### src/rtl/brownout_pkg.sv
// brownout_pkg: shared types and constants for the brownout sequencer
package brownout_pkg;
    typedef enum logic [2:0] {
        OFF      = 3'd0,
        SETTLE   = 3'd1,
        ARMED    = 3'd2,
        TRIPPED  = 3'd3,
        HOLD     = 3'd4,
        RECONFIG = 3'd5
    } brownout_seq_state_t;
    typedef logic [2:0] trip_t;
    localparam trip_t OTRIP_RST = 3'b000;
    localparam trip_t VTRIP_RST = 3'b000;
    function automatic int max3(input int a, input int b, input int c);
        int m;
        m = a > b ? a : b;
        return m > c ? m : c;
    endfunction
endpackage

### src/rtl/brownout_seq_if.sv
// brownout_seq_if: trip-code valid/ready handshake between requester and sequencer
interface brownout_seq_if;
    import brownout_pkg::*;
    logic  valid;
    logic  ready;
    trip_t otrip;
    trip_t vtrip;
    modport master(output valid, otrip, vtrip, input ready);
    modport slave(input valid, otrip, vtrip, output ready);
endinterface

### src/rtl/brownout_evt_cnt.sv
// brownout_evt_cnt: saturating event counter with sticky interrupt and clears
module brownout_evt_cnt #(
    parameter int CNT_W = 8
) (
    input  logic             osc_ck,
    input  logic             rst_n,
    input  logic             inc,
    input  logic             cnt_clr,
    input  logic             irq_clr,
    output logic [CNT_W-1:0] event_cnt,
    output logic             irq
);
    // a new event always beats a same-cycle clear
    always_ff @(posedge osc_ck) begin
        if (!rst_n) begin
            event_cnt <= '0;
            irq       <= 1'b0;
        end else begin
            if (cnt_clr)
                event_cnt <= inc ? CNT_W'(1) : '0;
            else if (inc && event_cnt != '1)
                event_cnt <= event_cnt + 1'b1;
            irq <= inc ? 1'b1 : irq_clr ? 1'b0 : irq;
        end
    end
endmodule

### src/rtl/brownout_seq.sv
// brownout_seq: trip-code apply, settle blanking, event stretch and counting
module brownout_seq
    import brownout_pkg::*;
#(
    parameter int SETTLE_CYC = 64,
    parameter int HOLD_CYC   = 16,
    parameter int RECFG_CYC  = 8,
    parameter int CNT_W      = 8
) (
    input  logic               osc_ck,
    input  logic               rst_n,
    input  logic               ena,
    brownout_seq_if.slave      cfg,
    input  logic               brout_filt,
    output trip_t              otrip,
    output trip_t              vtrip,
    output logic               blank,
    output logic               out,
    output logic [CNT_W-1:0]   event_cnt,
    output logic               irq,
    input  logic               irq_clr,
    input  logic               cnt_clr
);
    localparam int TW = $clog2(max3(SETTLE_CYC, HOLD_CYC, RECFG_CYC) + 1);

    brownout_seq_state_t state;
    logic [TW-1:0]       timer;
    logic                hs;
    logic                trip;

    assign cfg.ready = (state == OFF) || (state == ARMED && !brout_filt && ena);
    assign hs        = cfg.valid && cfg.ready;
    assign trip      = ena && state == ARMED && brout_filt;

    always_ff @(posedge osc_ck) begin
        if (!rst_n) begin
            state <= OFF;
            timer <= '0;
            otrip <= OTRIP_RST;
            vtrip <= VTRIP_RST;
            blank <= 1'b0;
            out   <= 1'b0;
        end else begin
            if (hs) begin
                otrip <= cfg.otrip;
                vtrip <= cfg.vtrip;
            end
            if (!ena) begin
                state <= OFF;
                timer <= '0;
                blank <= 1'b0;
                out   <= 1'b0;
            end else begin
                case (state)
                    OFF: begin
                        state <= SETTLE;
                        timer <= TW'(SETTLE_CYC - 1);
                        blank <= 1'b1;
                        out   <= 1'b1;
                    end
                    SETTLE:
                        if (timer == '0) begin
                            state <= ARMED;
                            blank <= 1'b0;
                            out   <= 1'b0;
                        end else timer <= timer - 1'b1;
                    ARMED:
                        if (brout_filt) begin
                            state <= TRIPPED;
                            out   <= 1'b1;
                        end else if (hs) begin
                            state <= RECONFIG;
                            timer <= TW'(RECFG_CYC - 1);
                            blank <= 1'b1;
                        end
                    TRIPPED:
                        if (!brout_filt) begin
                            state <= HOLD;
                            timer <= TW'(HOLD_CYC - 1);
                        end
                    HOLD:
                        if (brout_filt) state <= TRIPPED;
                        else if (timer == '0) begin
                            state <= ARMED;
                            out   <= 1'b0;
                        end else timer <= timer - 1'b1;
                    RECONFIG:
                        if (timer == '0) begin
                            state <= ARMED;
                            blank <= 1'b0;
                        end else timer <= timer - 1'b1;
                    default: begin
                        state <= OFF;
                        blank <= 1'b0;
                        out   <= 1'b0;
                    end
                endcase
            end
        end
    end

    brownout_evt_cnt #(.CNT_W(CNT_W)) u_evt (
        .osc_ck    (osc_ck),
        .rst_n     (rst_n),
        .inc       (trip),
        .cnt_clr   (cnt_clr),
        .irq_clr   (irq_clr),
        .event_cnt (event_cnt),
        .irq       (irq)
    );
endmodule
### src/flat_wrapper.sv
// flat-port wrapper written by rule: the top's interface ports become plain ports
module brownout_seq_flat import brownout_pkg::*;
#(
    parameter int SETTLE_CYC = 64,
    parameter int HOLD_CYC   = 16,
    parameter int RECFG_CYC  = 8,
    parameter int CNT_W      = 8
)
  (osc_ck, rst_n, ena, brout_filt, otrip, vtrip, blank, out, event_cnt, irq, irq_clr, cnt_clr, cfg_valid, cfg_otrip, cfg_vtrip, cfg_ready);
  brownout_seq_if cfg_i ();
  input  logic osc_ck;
  input  logic rst_n;
  input  logic ena;
  input  logic brout_filt;
  output trip_t otrip;
  output trip_t vtrip;
  output logic blank;
  output logic out;
  output logic [CNT_W-1:0] event_cnt;
  output logic irq;
  input  logic irq_clr;
  input  logic cnt_clr;
  input wire logic [$bits(cfg_i.valid)-1:0] cfg_valid;
  input wire logic [$bits(cfg_i.otrip)-1:0] cfg_otrip;
  input wire logic [$bits(cfg_i.vtrip)-1:0] cfg_vtrip;
  output wire logic [$bits(cfg_i.ready)-1:0] cfg_ready;
  assign cfg_i.valid = cfg_valid;
  assign cfg_i.otrip = cfg_otrip;
  assign cfg_i.vtrip = cfg_vtrip;
  assign cfg_ready = cfg_i.ready;
  brownout_seq #(.SETTLE_CYC(SETTLE_CYC), .HOLD_CYC(HOLD_CYC), .RECFG_CYC(RECFG_CYC), .CNT_W(CNT_W)) u_core (.osc_ck(osc_ck), .rst_n(rst_n), .ena(ena), .cfg(cfg_i), .brout_filt(brout_filt), .otrip(otrip), .vtrip(vtrip), .blank(blank), .out(out), .event_cnt(event_cnt), .irq(irq), .irq_clr(irq_clr), .cnt_clr(cnt_clr));
endmodule
### config.mk
export PLATFORM = sky130hd
export DESIGN_NAME = brownout_seq_flat
export DESIGN_NICKNAME = d
export VERILOG_FILES = /design/src/rtl/brownout_pkg.sv /design/src/rtl/brownout_seq_if.sv /design/src/rtl/brownout_evt_cnt.sv /design/src/rtl/brownout_seq.sv /design/src/flat_wrapper.sv
export SDC_FILE = /design/constraint.sdc
export NUM_CORES = 1
export LEC_CHECK = 0
export ABC_AREA = 1
export BUFFER_PORTS_ARGS = -buffer_cell sky130_fd_sc_hd__buf_2
export CAP_MARGIN = 30
export CORE_ASPECT_RATIO = 0.6
export CORE_MARGIN = 2
export CORE_UTILIZATION = 30
export DETAILED_ROUTE_END_ITERATION = 10
export PLACE_DENSITY = 0.46
export SYNTH_ARGS = -nofsm -noshare
export SYNTH_HDL_FRONTEND = slang
export SYNTH_SLANG_ARGS = --single-unit
export TNS_END_PERCENT = 10
### constraint.sdc
create_clock -name osc_ck -period 1.6 [get_ports osc_ck]
set_clock_uncertainty 0.15 [all_clocks]
set_input_delay 0.32 -clock osc_ck [delete_from_list [all_inputs] [get_ports osc_ck]]
set_output_delay 0.32 -clock osc_ck [all_outputs]
set_load 0.005 [all_outputs]
==> impl_metrics.json <==
{
  "drcViolationCount": 0,
  "vdd_drop_max_v": 0.000314,
  "first_pass_iters": 4,
  "pre_cts_slack_ns": -0.0172,
  "critPathKind": "register to output port",
  "synth_top_family_by_area": "simple AND/OR/NAND/NOR gates",
  "cp-start-kind": "register",
  "holdPathEnd": "u_core.vtrip[1]",
  "relSlewSlack": 0.742,
  "placedCellCount": 361,
  "clk_path_buf_depth": 2,
  "gp_congestion": 0.812,
  "cp.required_ns": 1.13,
  "crit_fanout": 6,
  "wirelength_mm": 4.29,
  "synthXorXnorAreaFrac": 0.0110,
  "synth-compound-area-share": 0.0905,
  "worstPathArrival_ns": 1.10,
  "design_area_um2": 2190,
  "min_from": "cfg_vtrip[1]",
  "grt_first_pass_wirelength_mm": 6.78,
  "ant_nets": 0,
  "antenna_found_initial": 0,
  "num_vias": 1632,
  "diodes": 0,
  "coreArea_um2": 5080,
  "outcome": "complete, no violations",
  "cts_tree": "done",
  "drt-met1-wl_mm": 2.53,
  "top_layer_used": "met4",
  "power.leakage_nw": 1.12,
  "tritoncts_num_sinks": 27,
  "rows": 20,
  "drv_cap": 0,
  "ys_seq_area_frac": 0.340,
  "power.total_mw": 1.44,
  "hpwl_mm": 3.40,
  "drt_iter0_markers": 89,
  "synthAdderAreaFrac": 0.0236,
  "yosysTopAreaCell": "dfxtp_1",
  "wl_per_cell_um": 11.6,
  "numCtsBuffers": 3,
  "r2r-start": "u_core.state[2]",
  "grt_usage": 0.147,
  "worstMarginPinSlew_ns": 0.385,
  "yosysMostFrequentCell": "nand2_1",
  "layout.nets": 320,
  "hold_path_depth": 3,
  "cts_max_level": 1,
  "ys.flop_type": "dfxtp_1",
  "slew_violations": 0,
  "ios": 31,
  "critPathCaptureType": "output port",
  "reg2reg_slack_ns": 0.05,
  "hold_viol": 0,
  "whs_ns": 0.141,
  "clkTransAtPathRegs_ns": 0.09,
  "die_w_um": 98.0,
  "netlist_top_cells_count": "nand2_1 (60), nor2_1 (56), dfxtp_1 (27), inv_1 (27), nand3_1 (17)",
  "async_flop_share": 0,
  "rsz0062_at_grt": "yes",
  "finalNonFillerCells": 369,
  "grt_max_degree": 15,
  "yosys.area_share.simple": 0.459,
  "areaGrowthSynthToFinish_pct": 37.6,
  "yosys-mux-area-fraction": 0,
  "die_area_um2": 5920,
  "final_core_util": 0.431,
  "synth.net_count": 261,
  "r2r-end": "u_core.state[1]",
  "portBuffers": 30,
  "wl_met3_um": 271,
  "clock.fmax_mhz": 638,
  "grt-ovfl-total": 0,
  "start_util": 0.313,
  "syn-cell-area_um2": 1590,
  "avgSynthCellArea_um2": 6.49,
  "ys_types": 26,
  "drive_gt1_frac": 0.333,
  "routed_via_density": 4.42,
  "synthTopCellsByArea": "dfxtp_1 (34%), nand2_1 (14%), nor2_1 (13%), inv_1 (6.4%), nand3_1 (5.4%)",
  "wl_met2_mm": 1.46,
  "root_buffer": "clkbuf_8",
  "timing.setup.tns_ns": 0,
  "final.setup.worst_slack_ns": 0.0332,
  "synthCells": 245,
  "dpl_cell_area_um2": 1990,
  "synth-edff-count": 0,
  "die_h_um": 60.4,
  "clk_latency_ns": 0.27,
  "post-route-min-period_ns": 1.57,
  "p_per_area_nw_per_um2": 660,
  "synth_top_area_share": 0.340,
  "hold_class": "input pin to register",
  "grt_pass1_vias": 1338,
  "holdBufCountCts": 0,
  "r2r_cells": 9,
  "fin_crit_sh": 0.979,
  "synth-seq-cells": 27,
  "setup_violations": 0,
  "ys_warn_count": 0
}
## logic make-up (layout without fill, tap and decap cells)
group | after synthesis | count (layout)
DFF | 27 | 27
and+or+nand+nor | 155 | 155
buffers and inverters | 31 | 89
adders and majority gates | 3 | 3
AOI/OAI and AO/OA | 27 | 27
xor gates and xnor gates | 2 | 2
## critical path, stage by stage, from the launching register on
cell     delay, ns
dfxtp_4       0.39
nor2_4        0.15
nand3_2       0.10
nand2_4       0.10
buf_6         0.09
## layout by cell type, fill, tap and decap left out, types with 4 or more instances in the layout
cell	count
a21oi_1	12
buf_2	29
buf_4	23
dfxtp_1	22
dfxtp_2	4
inv_1	27
nand2_1	55
nand2_2	8
nand2_4	5
nand3_1	16
nor2_1	50
nor2_2	5
nor2_4	4
o21ai_0	11
## layer usage
layer	track usage	vias up
met5	0	-
met4	0.0238	0
met3	0.0576	2
met2	0.165	44
met1	0.244	693
li1	-	893
## flip-flops by register name, summed over array words and instances (netlist names)
signal,count
u_core.vtrip,3
u_core.out,1
u_core.u_evt.irq,1
u_core.otrip,3
u_core.blank,1
u_core.timer,7
u_core.u_evt.event_cnt,8
u_core.state,3
## worst max-delay path by stage
| stage | start | endpoint | slack [ns] | cells past startpoint |
|---|---|---|---|---|
| 6_report | u_core.state[2] | cfg_ready | 0.03 | 4 |
| 5_1_grt | u_core.state[1] | cfg_ready | -0.03 | 5 |
| 4_1_cts | u_core.state[1] | cfg_ready | -0.0005 | 5 |
| 3_5_place_dp | u_core.u_evt.event_cnt[0] | u_core.u_evt.event_cnt[4] | -0.02 | 8 |
| 3_3_place_gp | u_core.u_evt.event_cnt[0] | u_core.u_evt.event_cnt[0] | -0.05 | 9 |
| 2_1_floorplan | u_core.u_evt.event_cnt[0] | u_core.u_evt.event_cnt[6] | 0.009 | 8 |
## power by group
group | internal [mW] | leakage, nW | total, mW | switching [mW]
combinational | 0.142 | 0.870 | 0.326 | 0.184
sequential | 0.702 | 0.224 | 0.726 | 0.0242
clock | 0.179 | 0.0228 | 0.392 | 0.213
## area by class of cell
class                           instances  area, µm²
Tap cell                               66       82.6
Sequential cell                        27        549
Fill cell                             541       2890
Timing Repair Buffer                   55        369
Inverter                               30        118
Clock buffer                            4       45.0
Multi-Input combinational cell        187       1020
## what timing repair did
action	in CTS	in global routing
setup buffers	2	2
endpoints found under the setup margin	4	22
resized for setup	9	22
endpoints found under the hold margin	0	0
pin swaps	2	6
No activity file was read; power rests on OpenSTA's default activity.
